## src/rtl/wb_stage_p.sv

```systemverilog
// Writeback stage: MEM/WB pipeline register with stall/flush, sub-word load
// extraction, r0 write suppression, debug tag forwarding and a retire counter.
module wb_stage_p #(
    parameter int DATA_W = 32,
    parameter int REG_AW = 5,
    parameter int TAG_W  = 4,
    parameter int CNT_W  = 32
) (
    input  logic              clk,
    input  logic              rst,
    input  logic              mem_valid,
    input  logic              mem_stall,
    input  logic              mem_flush,
    input  logic [REG_AW-1:0] mem_destR,
    input  logic [DATA_W-1:0] mem_aluR,
    input  logic [DATA_W-1:0] mem_mdata,
    input  logic              mem_wreg,
    input  logic              mem_m2reg,
    input  logic [1:0]        mem_ld_size,
    input  logic              mem_ld_uns,
    input  logic [TAG_W-1:0]  MEM_ins_type,
    input  logic [TAG_W-1:0]  MEM_ins_number,
    output logic              wb_valid,
    output logic              wb_wreg,
    output logic [REG_AW-1:0] wb_destR,
    output logic [DATA_W-1:0] wb_dest,
    output logic [TAG_W-1:0]  WB_ins_type,
    output logic [TAG_W-1:0]  WB_ins_number,
    output logic [CNT_W-1:0]  wb_retire_cnt
);

    localparam int LB = $clog2(DATA_W / 8);

    logic              valid_q,   valid_d;
    logic              wreg_q,    wreg_d;
    logic              m2reg_q,   m2reg_d;
    logic [REG_AW-1:0] destR_q,   destR_d;
    logic [DATA_W-1:0] aluR_q,    aluR_d;
    logic [DATA_W-1:0] mdata_q,   mdata_d;
    logic [1:0]        ld_size_q, ld_size_d;
    logic              ld_uns_q,  ld_uns_d;
    logic [TAG_W-1:0]  type_q,    type_d;
    logic [TAG_W-1:0]  number_q,  number_d;
    logic [CNT_W-1:0]  cnt_q,     cnt_d;

    // Flush clears every pipeline field but leaves the retire count alone.
    always_comb begin
        valid_d   = valid_q;
        wreg_d    = wreg_q;
        m2reg_d   = m2reg_q;
        destR_d   = destR_q;
        aluR_d    = aluR_q;
        mdata_d   = mdata_q;
        ld_size_d = ld_size_q;
        ld_uns_d  = ld_uns_q;
        type_d    = type_q;
        number_d  = number_q;
        cnt_d     = cnt_q;
        if (mem_flush) begin
            valid_d   = 1'b0;
            wreg_d    = 1'b0;
            m2reg_d   = 1'b0;
            destR_d   = '0;
            aluR_d    = '0;
            mdata_d   = '0;
            ld_size_d = '0;
            ld_uns_d  = 1'b0;
            type_d    = '0;
            number_d  = '0;
        end else if (!mem_stall) begin
            valid_d   = mem_valid;
            wreg_d    = mem_wreg;
            m2reg_d   = mem_m2reg;
            destR_d   = mem_destR;
            aluR_d    = mem_aluR;
            mdata_d   = mem_mdata;
            ld_size_d = mem_ld_size;
            ld_uns_d  = mem_ld_uns;
            type_d    = MEM_ins_type;
            number_d  = MEM_ins_number;
            if (mem_valid) begin
                cnt_d = cnt_q + {{(CNT_W-1){1'b0}}, 1'b1};
            end
        end
    end

    always_ff @(posedge clk or posedge rst) begin
        if (rst) begin
            valid_q   <= 1'b0;
            wreg_q    <= 1'b0;
            m2reg_q   <= 1'b0;
            destR_q   <= '0;
            aluR_q    <= '0;
            mdata_q   <= '0;
            ld_size_q <= '0;
            ld_uns_q  <= 1'b0;
            type_q    <= '0;
            number_q  <= '0;
            cnt_q     <= '0;
        end else begin
            valid_q   <= valid_d;
            wreg_q    <= wreg_d;
            m2reg_q   <= m2reg_d;
            destR_q   <= destR_d;
            aluR_q    <= aluR_d;
            mdata_q   <= mdata_d;
            ld_size_q <= ld_size_d;
            ld_uns_q  <= ld_uns_d;
            type_q    <= type_d;
            number_q  <= number_d;
            cnt_q     <= cnt_d;
        end
    end

    logic [LB-1:0]     lane_a;
    logic [7:0]        byte_v;
    logic [15:0]       half_v;
    logic [DATA_W-1:0] load_v;

    // Halfword lane drops address bit 0; misaligned halves are not trapped.
    always_comb begin
        lane_a = aluR_q[LB-1:0];
        byte_v = mdata_q[{lane_a, 3'b000} +: 8];
        half_v = mdata_q[{lane_a[LB-1:1], 4'b0000} +: 16];
        case (ld_size_q)
            2'b01:   load_v = ld_uns_q ? {{(DATA_W-16){1'b0}}, half_v}
                                       : {{(DATA_W-16){half_v[15]}}, half_v};
            2'b10:   load_v = ld_uns_q ? {{(DATA_W-8){1'b0}}, byte_v}
                                       : {{(DATA_W-8){byte_v[7]}}, byte_v};
            default: load_v = mdata_q;
        endcase
    end

    assign wb_valid      = valid_q;
    assign wb_wreg       = wreg_q & valid_q & (destR_q != '0);
    assign wb_destR      = destR_q;
    assign wb_dest       = m2reg_q ? load_v : aluR_q;
    assign WB_ins_type   = type_q;
    assign WB_ins_number = number_q;
    assign wb_retire_cnt = cnt_q;

endmodule

```

## config.mk

```make
export PLATFORM = sky130hd
export DESIGN_NAME = wb_stage_p
export DESIGN_NICKNAME = d
export VERILOG_FILES = /design/src/rtl/wb_stage_p.sv
export SDC_FILE = /design/constraint.sdc
export NUM_CORES = 1
export LEC_CHECK = 0
export ABC_AREA = 1
export BUFFER_PORTS_ARGS = -buffer_cell sky130_fd_sc_hd__buf_2
export CAP_MARGIN = 25
export CORE_AREA = 2 2 128 130
export DETAILED_ROUTE_END_ITERATION = 8
export DIE_AREA = 0 0 130 132
export SKIP_LAST_GASP = 1
export SYNTH_ARGS = -nofsm -noshare
export SYNTH_HDL_FRONTEND = slang
export SYNTH_SLANG_ARGS = --single-unit
```

## constraint.sdc

```tcl
create_clock -name clk -period 4.2 [get_ports clk]
set_input_delay 0.84 -clock clk [delete_from_list [all_inputs] [get_ports clk]]
set_output_delay 0.84 -clock clk [all_outputs]
set_load 0.05 [all_outputs]
```

==> results.md, run 1 <==
* Arrival time worst endpoint at 2700 ps
* Chip Height at 132 um
* P&R area growth vs syn at 24.1%
* Initial Util at 39.4%
* DRC viols at 0
* Most used DFF post-synth: dfrtp_1
* VDD IR max at 0.000334 V
* 1st-iter DRT viols at 463
* Yosys top cell area share at 46.5%
* Final ANT Viol Nets at 0
* Die width at 130 um
* Synth cell types at 34
* First-pass GRT wire length at 30400 um
* Post-synth top area cell: dfrtp_1
* Routed WL at 18800 um
* GR met2 Demand/Resource at 35.9%
* Fin nets at 1062
* Htree depth at 4
* Most common cell after layout, fill and taps aside: nand2_1
* Worst path bufs/invs at 1
* Port Buffers at 165
* Final Max Tran Viols at 0
* Dpl cells at 1168
* Clk root buf: clkbuf_16
* Via Count at 5913
* Worst setup SP type: flop
* LEAKAGE at 3.96 nW
* Number of synthesized register bits at 115
* Area contributors post-synth: dfrtp_1 46%, nand2_1 15%, nand3_1 10%, a21oi_1 5.0%, inv_1 3.7%
* Initial antenna violation count at 1
* Final Critical Period at 3540 ps
* Cts repair resizes at 0
* Clk_skew at 7.50 ps
* Top Usage Layer GRT: met2
* Vias in the first global route at 5809
* Grt ovf at 0
* Syn avg cell area at 7.47 um2
* Slew @ Worst Pin at 977 ps
* Final period util at 84.2%
* Post-Syn Nets at 919
* Final number of setup-violating endpoints at 0
* Fillers at 1637
* GP Congestion at 0.897
* Number of synthesized flops with an enable pin at 0
* Post-synthesis cell count at 829
* Num CTS Buffers at 17
* Gr usage total at 22.6%
* Layout cells sized above 1 at 23.1%
* Sink Count at 115
* Vias per cell at 4.93
* Cell at the slowest stage of the critical path: dfrtp_1
* Worst-Skew Late Latency at 410 ps
* Clock-pin slew on the worst setup and hold paths at 60 ps
* F_max at 0.283 GHz
* Final Hold Viols at 0
* GRT met3 Usage at 6.01%
* CTS tree: yes
* Crit path cell chain: o21ai_1, and2_1, o21ai_2, a21oi_1, buf_2
* Post-CTS Hold Buffers at 0
* Cell Area, Synth at 6190 um2
* Setup TNS at 0 ps
* Num rows at 46
* Yosys warns at 0
* Crit end category: output port
* # Post-CTS Setup Buffers at 0
* Pwr dens at 409 nW/um2
* Status: complete, no violations
* Pre-Repair DR Iteration Count at 5
* Worst Path Required at 3360 ps
* Detailed placement HPWL at 13300 um
* Slew headroom at 34.8%
* Met1 global-route usage at 30.3%
* Critical-path maximum fanout at 33
* Num ports at 166
* Layout Cells excl Fill at 1200
* MaxCap Viol Count at 0
* Largest net degree at the start of global routing at 86
* WL per Instance at 15.6 um
* Cell family with most CP delay: flip-flops
* CP max stage delay at 980 ps
* CP Class: reg2out
* Hold crit path type: reg2reg
* Commonest cells after routing, fill and taps aside: 245 x nand2_1, 165 x buf_2, 124 x nand3_1, 115 x dfrtp_1, 62 x a21oi_1
* DIE AREA at 17200 um2
* Core ar. at 15700 um2
* Ys async rst share at 100%
* Unrepaired setup endpoints after global routing: false
* Clk buf depth at 2
* Sequential area share after synthesis at 46.5%
## sequential cells by signal, indices dropped and copies added (netlist names)
register,flops
WB_ins_number,4
WB_ins_type,4
aluR_q,32
ld_size_q,2
ld_uns_q,1
m2reg_q,1
mdata_q,32
wb_destR,5
wb_retire_cnt,32
wb_valid,1
wreg_q,1
## synthesized netlist by cell type, types with 4 or more instances
cell / n
o211ai_1: 7
xor2_1: 11
nor2_2: 4
dfrtp_1: 115
nand4_1: 10
nand2_1: 245
nor2_4: 5
buf_1: 5
inv_2: 6
nor2_1: 52
inv_1: 61
o21ai_2: 6
a21oi_1: 62
xnor2_1: 7
buf_2: 17
nand3_1: 124
o21ai_1: 14
clkbuf_1: 22
o21ai_0: 36
## metrics by stage
step                      power [W]  util [%]  area [um2]  setup slack, ps  hold slack (ps)
after floorplan             0.00169         -        6190              316              473
final                       0.00314      48.9        7680              662              494
after global routing        0.00329      48.9        7680              313              527
after CTS                   0.00317      48.7        7650              662              499
after global placement      0.00188      45.4        7130             1140              491
after detailed placement    0.00188      45.4        7130             1090              487
## power by group
part / switching, W / internal, W / total, W
clock: 0.000481 / 0.000802 / 0.00128
sequential: 0.0000639 / 0.00118 / 0.00124
combinational: 0.000461 / 0.000159 / 0.000620
total: 0.00101 / 0.00214 / 0.00314
## layout make-up
type	instances	area, um2	share of cell area (%)
clock buffer	24	492	6.40
tap	216	270	3.52
antenna	1	2.50	0.0326
multi-input combinational	598	2840	36.9
inverter	68	260	3.39
timing repair buffer	172	911	11.9
sequential	115	2880	37.5
clock inverter	6	30.0	0.391
## per-layer routing
layer,vias up,share of wire (%)
li1,2983,-
met3,20,5.6
met2,164,47
met5,-,0
met4,0,1.8
met1,2746,45
## cells by family after synthesis
logic type	after synthesis	synth area share, %
adder cells (fa/ha/maj)	3	0.606
AO/OA/AOI/OAI	127	11.0
AND/OR/NAND/NOR	450	31.7
flip-flops	115	46.5
XOR/XNOR	18	2.55
buffers and inverters	116	7.68
## tightest hold or removal path: cells and delay by family (launching register included)
kind	cells	cell delay, ps
flops	1	360
simple gates	2	110
## path summary, 6_finish.rpt
kind,end,depth (start not counted),slack (ps),startpoint
min in group asynchronous,mdata_q[11]$_DFFE_PP0P_,2,600,rst
max,wb_dest[22],5,660,aluR_q[1]$_DFFE_PP0P_
min reg2reg,wb_retire_cnt[31]$_DFFE_PP0P_,2,490,wb_retire_cnt[31]$_DFFE_PP0P_
max reg2reg,wb_retire_cnt[24]$_DFFE_PP0P_,8,2560,wb_retire_cnt[1]$_DFFE_PP0P_
min,wb_retire_cnt[31]$_DFFE_PP0P_,2,490,wb_retire_cnt[31]$_DFFE_PP0P_
max in group asynchronous,WB_ins_type[1]$_DFFE_PP0P_,3,2810,rst
Note: power is estimated with default switching activity, not from simulation.
==> run 2, diff against run 1 <==
Clock period 4.2 ns to 3.4 ns, I/O delays scaled along.
==> run 2 against run 1 <==
Net effect: utilization up 0.31 points; register-to-register slack worse by 800 ps; highest routed layer unchanged; critical path depth up 3.
==> results.md, run 2 (synthesis gave the netlist of run 1 again) <==
* Status: complete, no violations (unchanged)
* Unrepaired setup endpoints after global routing: false (unchanged)
* Reg power frac at 38.1% (was 39.5%)
* Detailed placement HPWL at 13200 um (was 13300 um)
* Vias in the first global route at 5753 (was 5809)
* Clock-pin slew on the worst setup and hold paths at 50 ps (was 60 ps)
* Slew @ Worst Pin at 880 ps (was 977 ps)
* Setup TNS at 0 ps (unchanged)
* Core ar. at 15700 um2 (unchanged)
* Final number of setup-violating endpoints at 0 (unchanged)
* Switching Power at 0.00124 W (was 0.00101 W)
* Port Buffers at 165 (unchanged)
* DIE AREA at 17200 um2 (unchanged)
* DRC viols at 0 (unchanged)
* Sink Count at 115 (unchanged)
* Worst Path Required at 2720 ps (was 3360 ps)
* Final ANT Viol Nets at 0 (unchanged)
* Dpl cells at 1172 (was 1168)
* Reg-to-reg endpoint: wb_retire_cnt[28]$_DFFE_PP0P_ (was wb_retire_cnt[24]$_DFFE_PP0P_)
* Clk buf depth at 2 (unchanged)
* Largest net degree at the start of global routing at 84 (was 86)
* 1st-iter DRT viols at 329 (was 463)
* Final Hold Viols at 0 (unchanged)
* Clock power frac at 43.0% (was 40.8%)
* CTS tree: yes (unchanged)
* Layout Cells excl Fill at 1202 (was 1200)
* WL per Instance at 15.3 um (was 15.6 um)
* Htree depth at 4 (unchanged)
* LEAKAGE at 3.98 nW (was 3.96 nW)
* CP Class: reg2out (unchanged)
* MaxCap Viol Count at 0 (unchanged)
* Via Count at 6003 (was 5913)
* # Post-CTS Setup Buffers at 0 (unchanged)
* Chip Height at 132 um (unchanged)
* Num CTS Buffers at 17 (unchanged)
* Vias per cell at 4.99 (was 4.93)
* VDD IR max at 0.000501 V (was 0.000334 V)
* Hold crit path type: in2async (was reg2reg)
* P&R area growth vs syn at 24.9% (was 24.1%)
* Combinational share of power at 18.9% (was 19.7%)
* Crit end category: output port (unchanged)
* First-pass GRT wire length at 29600 um (was 30400 um)
* Final Critical Period at 3050 ps
* Clk_skew at 9.97 ps (was 7.50 ps)
* Reg2reg path depth at 8 (unchanged)
* Critical-path maximum fanout at 18 (was 33)
* Worst setup SP type: flop (unchanged)
* Pre-Repair DR Iteration Count at 5 (unchanged)
* Cell internal pwr at 0.00278 W (was 0.00214 W)
* Layout cells sized above 1 at 23.4% (was 23.1%)
* Commonest cells after routing, fill and taps aside: 245 x nand2_1, 165 x buf_2, 124 x nand3_1, 115 x dfrtp_1, 62 x a21oi_1 (unchanged)
* Post-CTS Hold Buffers at 0 (unchanged)
* Die width at 130 um (unchanged)
* Final period util at 89.6%
* Grt ovf at 0 (unchanged)
* Num ports at 166 (unchanged)
* Routed WL at 18400 um (was 18800 um)
* Slew headroom at 41.4% (was 34.8%)
* Initial antenna violation count at 2 (was 1)
* Initial Util at 39.4% (unchanged)
* GP Congestion at 0.924 (was 0.897)
* Fin nets at 1065 (was 1062)
* Cts repair resizes at 0 (unchanged)
* Clk root buf: clkbuf_16 (unchanged)
* Most common cell after layout, fill and taps aside: nand2_1 (unchanged)
* Num rows at 46 (unchanged)
* F_max at 0.328 GHz
* Final Max Tran Viols at 0 (unchanged)
* CP startpoint: ld_size_q[0]$_DFFE_PP0P_ (was aluR_q[1]$_DFFE_PP0P_)
* Reg2reg start: wb_retire_cnt[1]$_DFFE_PP0P_ (unchanged)
* Pwr dens at 521 nW/um2 (was 409 nW/um2)
* Switching share of total power at 30.9% (was 32.0%)
* Worst-Skew Late Latency at 420 ps (was 410 ps)
* R2R setup slack at 1760 ps (was 2560 ps)
* Arrival time worst endpoint at 2370 ps (was 2700 ps)
* Gr usage total at 22.1% (was 22.6%)
run 2: changes by cell type in the layout (fill, tap and decap cells not counted), sizes merged:
| cell | change |
|---|---|
| inv | -1 |
| clkinv | -2 |
| clkbuf | -2 |
| clkinvlp | +1 |
| diode | +1 |
| buf | +3 |
| bufinv | +2 |
run 2: metrics by stage:
| stage | hold slack (ps) | util [%] | instance area (um2) | total power (W) | worst slack (ps) |
|---|---|---|---|---|---|
| 2_1_floorplan | 473 | - | 6190 | 0.00209 | 435 |
| 3_5_place_dp | 493 | 45.6 | 7160 | 0.00232 | 825 |
| 5_1_grt | 426 | 49.2 | 7730 | 0.00420 | 249 |
| 4_1_cts | 398 | 49.2 | 7720 | 0.00406 | 383 |
| 6_report | 386 | 49.2 | 7730 | 0.00402 | 353 |
| 3_3_place_gp | 490 | 45.6 | 7160 | 0.00231 | 911 |
run 2: cell type report:
type,count,area [um2]
diodes,2,5.00
clock buffers,22,484
clock inverters,6,80.1
fillers,1596,7980
inverters,68,262
multi-input cells,598,2840
flip-flops and latches,115,2880
well taps,216,270
repair buffers,175,913
run 2: how the worst max path moves through the flow:
stage / depth (start not counted) / slack, ps / end
5_1_grt: 8 / 250 / wb_dest[30]
3_5_place_dp: 8 / 820 / wb_dest[30]
6_report: 8 / 350 / wb_dest[30]
4_1_cts: 8 / 380 / wb_dest[30]
3_3_place_gp: 8 / 910 / wb_dest[28]
2_1_floorplan: 7 / 430 / wb_dest[7]
run 2: worst max-delay path: stages (launching register included):
cell,delay [ps]
dfrtp_1,340
inv_1,50
ha_1,280
buf_4,190
buf_4,200
nor2_1,140
o21ai_2,210
a21oi_1,230
buf_2,290
run 2: power groups by stage:
stage	Combinational (W)	Clock (W)	Sequential, W
3_3_place_gp	0.000760	0	0.00155
2_1_floorplan	0.000430	0	0.00166
5_1_grt	0.000829	0.00182	0.00154
4_1_cts	0.000769	0.00176	0.00153
3_5_place_dp	0.000766	0	0.00155
6_report	0.000763	0.00173	0.00153
run 2: routing by layer:
metal	up-vias	global-route usage, %	wire length [um]
li1	2983	-	-
met1	2791	29.5	8350
met4	0	9.26	556
met3	40	5.40	954
met2	189	34.1	8540
met5	-	0	0
